--- src/rtl/cache_mem_ctrl.sv ---
// Memory-side sequencer shared by the D-cache write-through path, D-cache
// refill and I-cache refill. One byte-wide RAM port; stores go out one byte
// per cycle, refills issue pipelined reads and assemble a 4-byte line.
module cache_mem_ctrl #(
  parameter int ADDR_W     = 32,
  parameter int LINE_BYTES = 4,
  parameter int MEM_LAT    = 1
) (
  input  logic              clk,
  input  logic              rst,
  input  logic              icache_miss,
  input  logic [ADDR_W-1:0] icache_miss_addr,
  output logic              icache_rewrite_e,
  output logic [31:0]       icache_rewrite_data,
  input  logic              dcache_miss,
  input  logic [ADDR_W-1:0] dcache_miss_addr,
  output logic              dcache_rewrite_e,
  output logic [31:0]       dcache_rewrite_data,
  input  logic              wt_req,
  input  logic [ADDR_W-1:0] wt_addr,
  input  logic [1:0]        wt_valid_bit,
  input  logic [31:0]       wt_data,
  output logic              wt_ack,
  output logic [ADDR_W-1:0] mem_a,
  output logic              mem_wr,
  output logic [7:0]        mem_dout,
  input  logic [7:0]        mem_din,
  output logic              stall_req
);

  // A refill stays in RD until the last issued byte has come back.
  localparam int RD_CYC = LINE_BYTES + MEM_LAT;
  localparam int CW     = $clog2(RD_CYC + 4);
  localparam logic [ADDR_W-1:0] LMASK = ADDR_W'(LINE_BYTES - 1);

  typedef enum logic [1:0] {IDLE, WT, RD, DONE} state_t;

  state_t            state_reg, state_next;
  logic              owner_d_reg;     // 1: refill belongs to the D-cache
  logic [ADDR_W-1:0] addr_reg;        // store address or line base
  logic [31:0]       data_reg;
  logic [2:0]        nbytes_reg;
  logic [CW-1:0]     cnt_reg;         // byte index in WT, cycle index in RD
  logic [31:0]       line_reg, line_next;
  logic [ADDR_W-1:0] a_hold_reg;
  logic [31:0]       idata_reg, ddata_reg;
  logic              take_wt, take_d, take_i;
  logic              capture;
  logic [1:0]        cap_byte;

  assign icache_rewrite_data = idata_reg;
  assign dcache_rewrite_data = ddata_reg;
  assign stall_req = rst & ((state_reg != IDLE) | wt_req | dcache_miss | icache_miss);

  // Byte i returns MEM_LAT cycles after it was issued.
  assign capture  = (state_reg == RD) && (cnt_reg >= CW'(MEM_LAT));
  assign cap_byte = 2'(cnt_reg - CW'(MEM_LAT));

  // Line register with the byte arriving this cycle merged in.
  always_comb begin
    line_next = line_reg;
    line_next[{cap_byte, 3'b000} +: 8] = mem_din;
  end

  // State register.
  always_ff @(posedge clk or negedge rst) begin
    if (!rst) state_reg <= IDLE;
    else      state_reg <= state_next;
  end

  // Next-state, arbitration and RAM/handshake outputs.
  always_comb begin
    state_next       = state_reg;
    mem_a            = a_hold_reg;
    mem_wr           = 1'b0;
    mem_dout         = 8'h00;
    wt_ack           = 1'b0;
    icache_rewrite_e = 1'b0;
    dcache_rewrite_e = 1'b0;
    take_wt          = 1'b0;
    take_d           = 1'b0;
    take_i           = 1'b0;
    case (state_reg)
      IDLE: begin
        if (rst) begin
          if (wt_req) begin
            if (wt_valid_bit != 2'b00) begin
              take_wt    = 1'b1;
              state_next = WT;
            end else begin
              wt_ack = 1'b1;   // empty store: acknowledge without touching RAM
            end
          end else if (dcache_miss) begin
            take_d     = 1'b1;
            state_next = RD;
          end else if (icache_miss) begin
            take_i     = 1'b1;
            state_next = RD;
          end
        end
      end
      WT: begin
        mem_wr   = 1'b1;
        mem_a    = addr_reg + ADDR_W'(cnt_reg);
        mem_dout = data_reg[{cnt_reg[1:0], 3'b000} +: 8];
        if (cnt_reg == CW'(nbytes_reg - 3'd1)) begin
          wt_ack     = 1'b1;
          state_next = IDLE;
        end
      end
      RD: begin
        if (cnt_reg < CW'(LINE_BYTES)) mem_a = addr_reg + ADDR_W'(cnt_reg);
        if (cnt_reg == CW'(RD_CYC - 1)) state_next = DONE;
      end
      DONE: begin
        icache_rewrite_e = ~owner_d_reg;
        dcache_rewrite_e = owner_d_reg;
        state_next       = IDLE;
      end
      default: state_next = IDLE;
    endcase
  end

  // Request latching, counters, line assembly and per-side line holding.
  always_ff @(posedge clk or negedge rst) begin
    if (!rst) begin
      owner_d_reg <= 1'b0;
      addr_reg    <= '0;
      data_reg    <= '0;
      nbytes_reg  <= '0;
      cnt_reg     <= '0;
      line_reg    <= '0;
      a_hold_reg  <= '0;
      idata_reg   <= '0;
      ddata_reg   <= '0;
    end else begin
      a_hold_reg <= mem_a;
      case (state_reg)
        IDLE: begin
          cnt_reg <= '0;
          if (take_wt) begin
            addr_reg <= wt_addr;
            data_reg <= wt_data;
            case (wt_valid_bit)
              2'b01:   nbytes_reg <= 3'd1;
              2'b10:   nbytes_reg <= 3'd2;
              default: nbytes_reg <= 3'd4;
            endcase
          end else if (take_d) begin
            addr_reg    <= dcache_miss_addr & ~LMASK;
            owner_d_reg <= 1'b1;
          end else if (take_i) begin
            addr_reg    <= icache_miss_addr & ~LMASK;
            owner_d_reg <= 1'b0;
          end
        end
        WT: cnt_reg <= cnt_reg + 1'b1;
        RD: begin
          cnt_reg <= cnt_reg + 1'b1;
          if (capture) line_reg <= line_next;
          if (state_next == DONE) begin
            if (owner_d_reg) ddata_reg <= line_next;
            else             idata_reg <= line_next;
          end
        end
        default: ;
      endcase
    end
  end

endmodule
--- config.mk ---
export PLATFORM = sky130hd
export DESIGN_NAME = cache_mem_ctrl
export DESIGN_NICKNAME = d
export VERILOG_FILES = /design/src/rtl/cache_mem_ctrl.sv
export SDC_FILE = /design/constraint.sdc
export NUM_CORES = 1
export LEC_CHECK = 0
export CORE_UTILIZATION = 55
export DETAILED_ROUTE_END_ITERATION = 10
export DONT_BUFFER_PORTS = 1
export GPL_TIMING_DRIVEN = 1
export PLACE_DENSITY = 0.7
export SLEW_MARGIN = 15
export SYNTH_ARGS = -nofsm -noshare
export SYNTH_HDL_FRONTEND = slang
export SYNTH_SLANG_ARGS = --single-unit
--- constraint.sdc ---
create_clock -name clk -period 6.8 [get_ports clk]
set_clock_uncertainty 0.05 [all_clocks]
set_input_delay 1.02 -clock clk [delete_from_list [all_inputs] [get_ports clk]]
set_output_delay 1.02 -clock clk [all_outputs]
set_load 0.05 [all_outputs]
==> results of run 1 <==
[synth_stat cells (9+ instances only)]
library cell / number / area (sq um)
dfrtp_1: 202 / 5050
nand2_1: 181 / 679
o21ai_0: 68 / 340
mux2_2: 62 / 698
inv_1: 45 / 169
a22o_1: 37 / 324
nor2_1: 36 / 135
clkbuf_1: 34 / 128
mux2i_1: 31 / 310
a211oi_1: 30 / 225
a21o_1: 30 / 225
xor2_1: 23 / 201
nand3_1: 21 / 105
ha_1: 20 / 250
and2_1: 19 / 119
buf_1: 9 / 33.8
[cell families after synthesis]
logic type,after synthesis,share of synthesized area (%)
AND/OR/NAND/NOR,304,13.9
flip-flops,202,50.6
AO/OA/AOI/OAI,190,13.1
buffers and inverters,108,4.75
multiplexers,104,12.2
XOR/XNOR,30,2.63
adder cells (fa/ha/maj),21,2.71
[worst max path at each step]
| stage | start | to | slack (ps) | depth (start not counted) |
|---|---|---|---|---|
| floorplan | cnt_reg[1] | mem_a[18] | 2370 | 9 |
| CTS | cnt_reg[0] | mem_a[28] | 1510 | 8 |
| finish | cnt_reg[0] | mem_a[28] | 1570 | 8 |
| global placement | cnt_reg[0] | mem_a[21] | 2070 | 6 |
| detailed placement | cnt_reg[0] | mem_a[28] | 2070 | 8 |
| global route | cnt_reg[0] | mem_a[21] | 1280 | 6 |
[metal layers]
layer | part of all wire (%) | track usage (%) | routed length, microns
met1 | 44 | 32.5 | 9760
met2 | 47 | 38.7 | 10400
met3 | 6.2 | 4.78 | 1380
met4 | 3.3 | 8.21 | 732
met5 | 0 | 0 | 0
[power breakdown]
group	internal [uW]	total, uW	switching [uW]
Sequential	1590	2220	631
Clock	648	1110	463
Combinational	591	1860	1270
[metrics by stage]
step	utilization, %	cell area (sq um)	power [uW]	worst slack (ps)	std cells
2_1_floorplan	-	9990	3700	2370	959
3_3_place_gp	57.3	10100	4060	2070	1130
3_5_place_dp	57.3	10100	4110	2070	1130
4_1_cts	61.2	10700	5250	1510	1168
5_1_grt	61.2	10700	5500	1280	1169
6_report	61.2	10700	5190	1570	1169
[worst max-delay path: cells and delay by family (launching register included)]
family                   cells  cell delay (ps)
AO/OA/AOI/OAI                1              390
adder cells (fa/ha/maj)      2              720
AND/OR/NAND/NOR              4             1480
buffers and inverters        1               70
flip-flops                   1              990
[layout make-up]
type                    instances  area, sq um  area share [%]
inverters                      45          169            1.57
repair buffers                  9         67.6           0.630
clock inverters                 8         42.5           0.396
flip-flops and latches        202         5050            47.1
well taps                     225          282            2.62
clock buffers                  30          632            5.89
diodes                          1         2.50          0.0233
multi-input cells             649         4480            41.8
==> impl_metrics.py, run 1 <==
metrics = {
    "setup_path": {
        "end_kind": "primary output",
        "arrival_ps": 4160,
        "cp_data_required_time_ps": 5730,
        "r2r_cells": 8,
        "cp_slowest_cell": "dfrtp_1",
        "path_cells": "ha_1 -> inv_1 -> fa_1 -> nor2b_1 -> o31a_1 -> nand4_1 -> or4_1 -> nand3_1",
        "rrSetupSlack_ps": 2910,
        "crit_type": "register to primary output",
        "critPathMaxFanout": 19,
        "slowest_delay_ps": 990,
        "rr_endpoint": "a_hold_reg[28]",
        "r2r-start": "cnt_reg[0]",
        "critPathLaunchType": "register",
    },
    "synthesis": {
        "avgSynthCellArea_sq_um": 10.4,
        "yosysSeqAreaShare_pct": 50.6,
        "post_synth_instance_area_sq_mm": 0.00999,
        "synth_edf_count": 0,
        "synthFlopType": "dfrtp_1",
        "yosysUniqueCellTypes": 52,
        "ys_ff_latch": 202,
        "synthesis.nets": 1123,
        "yosys_warnings": 0,
        "synth-async-reset-ratio_pct": 100,
        "synthCells": 959,
    },
    "placement": {
        "place_congestion": 0.796,
        "port_buffers": 0,
        "hpwl_microns": 15600,
    },
    "global_routing": {
        "antenna_found_initial": 1,
        "grt_pass1_vias": 6584,
        "track_usage_pct": 24.1,
        "grt_max_degree": 209,
        "grt_pass1_wl_microns": 35000,
        "overflow": 0,
    },
    "status": {
        "status": "complete, no violations",
    },
    "clocking": {
        "cts_tree": "yes",
        "clkLatencyLatePin_ps": 500,
        "cts_root_buffer": "clkbuf_16",
        "ctsHoldBuffers": 0,
        "clk_path_buf_depth": 3,
        "htreeDepth": 1,
        "clock-sinks": 202,
        "clk_pin_slew_ps": 70,
        "cts_buffers": 22,
        "cts_setup_buffers": 0,
        "cts_resized": 0,
    },
    "drt": {
        "first_iter_violations": 365,
        "drt.antenna.violating_nets": 0,
        "drtPass1Iterations": 5,
        "drc_errors": 0,
        "vias_per_cell": 5.83,
        "wl_microns": 22300,
        "routedWlPerCell_microns": 19.1,
        "vias": 6812,
    },
    "min_path": {
        "min_path_type": "input port to async pin",
    },
    "floorplanning": {
        "initial_utilization_pct": 56.9,
        "io_pins": 252,
        "rows": 48,
        "die_h_microns": 137,
        "die_area_sq_mm": 0.0187,
        "die_x_microns": 137,
        "core_sq_mm": 0.0175,
    },
    "sta": {
        "max_freq_ghz": 0.191,
        "worst_slew_pin_slew_ps": 1130,
        "setup_viol": 0,
        "whs_ps": 173,
        "rsz0062_at_grt": "false",
        "maxSlewHeadroom_pct": 24.0,
        "min_period_ps": 5230,
        "min_period_over_period_pct": 76.9,
        "tns_ps": 0,
        "slew_viol_final": 0,
        "hold_viol_final": 0,
    },
    "finish": {
        "synthToLayoutAreaGrowth_pct": 7.47,
        "nFillCells": 1462,
        "drive_above_1_share_pct": 13.1,
        "most-common-layout-cells": "202 x dfrtp_1, 181 x nand2_1, 62 x mux2_2, 45 x inv_1, 39 x o21ai_0",
        "nets": 1093,
        "final_common_cell": "dfrtp_1",
    },
    "power_and_ir_drop": {
        "power_density_mw_per_mm2": 484,
        "vdd_ir_drop_max_v": 0.000303,
        "p_leak_uw": 0.00522,
    },
    "flow_run": {
        "drv_cap": 0,
    },
}
(Power assumes the default switching activity.)
==> run 2: changes to the inputs <==
--- a/config.mk
+++ b/config.mk
@@ -9,7 +9,7 @@
 export DETAILED_ROUTE_END_ITERATION = 10
 export DONT_BUFFER_PORTS = 1
 export GPL_TIMING_DRIVEN = 1
-export PLACE_DENSITY = 0.7
+export PLACE_DENSITY = 0.73
 export SLEW_MARGIN = 15
 export SYNTH_ARGS = -nofsm -noshare
 export SYNTH_HDL_FRONTEND = slang
==> constraint.sdc (replaced) <==
create_clock -name clk -period 4.75 [get_ports clk]
set_clock_uncertainty 0.05 [all_clocks]
set_input_delay 0.7125 -clock clk [delete_from_list [all_inputs] [get_ports clk]]
set_output_delay 0.7125 -clock clk [all_outputs]
set_load 0.05 [all_outputs]
==> impl_metrics.py, run 2 (synthesis results as in run 1) <==
metrics = {
    "finish": {
        "nets": 1106,
        "utilization_pct": 61.7,
        "synthToLayoutAreaGrowth_pct": 8.26,
        "diodes": 0,
        "final_common_cell": "dfrtp_1",
        "drive_above_1_share_pct": 13.7,
        "most-common-layout-cells": "202 x dfrtp_1, 181 x nand2_1, 62 x mux2_2, 45 x inv_1, 39 x o21ai_0",
    },
    "setup_path": {
        "crit_family": "compound AO/OA/AOI/OAI gates",
        "slowest_delay_ps": 830,
        "critPathMaxFanout": 16,
        "critPathLaunchType": "register",
        "rrSetupSlack_ps": 1550,
        "cp_data_required_time_ps": 3990,
        "cp_slowest_cell": "o21ai_1",
        "arrival_ps": 3450,
        "crit_type": "register to primary output",
        "rr_endpoint": "a_hold_reg[10]",
        "path_cells": "buf_4 -> inv_1 -> fa_1 -> nor2b_1 -> o31a_1 -> nand3_1 -> xor2_1 -> o21ai_1",
        "path_buf_inv": 2,
        "end_kind": "primary output",
        "r2r-start": "cnt_reg[1]",
        "r2r_cells": 8,
        "path_depth": 8,
    },
    "drt": {
        "routedWlPerCell_microns": 18.7,
        "drc_errors": 0,
        "drt.antenna.violating_nets": 0,
        "vias": 6830,
        "first_iter_violations": 502,
        "vias_per_cell": 5.81,
        "wl_microns": 22000,
        "drtPass1Iterations": 4,
    },
    "floorplanning": {
        "die_x_microns": 137,
        "io_pins": 252,
        "initial_utilization_pct": 56.9,
        "die_area_sq_mm": 0.0187,
        "core_sq_mm": 0.0175,
        "die_h_microns": 137,
        "rows": 48,
    },
    "clocking": {
        "clk_path_buf_depth": 3,
        "cts_buffers": 22,
        "clk_pin_slew_ps": 60,
        "clkLatencyLatePin_ps": 510,
        "clock-sinks": 202,
        "cts_tree": "yes",
        "htreeDepth": 1,
        "cts_root_buffer": "clkbuf_16",
    },
    "sta": {
        "worst_slew_pin_slew_ps": 1200,
        "maxSlewHeadroom_pct": 19.2,
        "tns_ps": 0,
        "slew_viol_final": 0,
        "rsz0062_at_grt": "false",
        "min_period_over_period_pct": 88.7,
        "max_freq_ghz": 0.237,
        "setup_viol": 0,
        "whs_ps": -147,
        "hold_viol_final": 202,
        "min_period_ps": 4210,
    },
    "power_and_ir_drop": {
        "vdd_ir_drop_max_v": 0.000435,
        "p_clk_share_pct": 21.2,
        "p_leak_uw": 0.00528,
        "p_sw_share_pct": 45.1,
        "pwr-share-seq_pct": 41.8,
        "p_sw_uw": 3380,
        "internal_power_uw": 4120,
        "combPwrFrac_pct": 37.1,
        "power_density_mw_per_mm2": 694,
    },
    "global_routing": {
        "grt_pass1_vias": 6449,
        "antenna_found_initial": 0,
        "grt_max_degree": 209,
        "grt_pass1_wl_microns": 34200,
        "track_usage_pct": 23.6,
        "overflow": 0,
    },
    "status": {
        "violations": "hold timing",
        "status": "finished, violations left",
    },
    "min_path": {
        "min_path_type": "input port to async pin",
    },
    "placement": {
        "place_congestion": 0.833,
        "port_buffers": 0,
        "hpwl_microns": 15400,
    },
    "flow_run": {
        "drv_cap": 0,
    },
}
run 2: changes by cell type in the layout (fill, tap and decap cells not counted), sizes merged:
| cell | delta |
|---|---|
| buf | +13 |
| clkinv | -5 |
| bufinv | +1 |
| clkinvlp | -1 |
| diode | -1 |
run 2: cell type report:
| class | instances | area (sq um) |
|---|---|---|
| timing repair buffer | 22 | 165 |
| inverter | 45 | 169 |
| sequential | 202 | 5050 |
| clock inverter | 3 | 51.3 |
| tap | 225 | 282 |
| multi-input combinational | 649 | 4480 |
| fill | 1448 | 6730 |
| clock buffer | 30 | 611 |
run 2: repair_timing:
| item | CTS | global route |
|---|---|---|
| gates resized for setup | 0 | 0 |
| setup buffers | 0 | 0 |
| endpoints found under the hold margin | 202 | 202 |
| setup endpoints to repair | 0 | 0 |
run 2: through the flow:
step / worst slack [ps] / cells / power, uW / cell area [sq um]
after floorplan: 625 / 959 / 5290 / 9990
after detailed placement: 1020 / 1143 / 5960 / 10100
after CTS: 482 / 1176 / 7590 / 10800
after global placement: 1080 / 1143 / 5880 / 10100
after global routing: 324 / 1176 / 7950 / 10800
final: 536 / 1176 / 7510 / 10800
run 2: worst max path at each step:
| stage | from | endpoint |
|---|---|---|
| after global placement | cnt_reg[1] | mem_a[28] |
| after detailed placement | cnt_reg[1] | mem_a[10] |
| final | cnt_reg[1] | mem_a[10] |
| after global routing | cnt_reg[1] | mem_a[28] |
| after floorplan | cnt_reg[1] | mem_a[18] |
| after CTS | cnt_reg[1] | mem_a[10] |
run 2: per-layer routing:
layer / vias up / GRT usage (%) / routed length (microns)
li1: 3279 / - / -
met1: 3316 / 32.5 / 9780
met2: 205 / 38.1 / 10500
met3: 30 / 5.04 / 1330
met4: 0 / 5.68 / 427
met5: - / 0 / 0
run 2: power by group through the flow:
stage / logic [uW] / clock network (uW) / registers, uW
after global routing: 3030 / 1700 / 3220
after floorplan: 2260 / 0 / 3030
after CTS: 2810 / 1640 / 3140
after detailed placement: 2800 / 0 / 3160
after global placement: 2740 / 0 / 3140
final: 2780 / 1590 / 3130
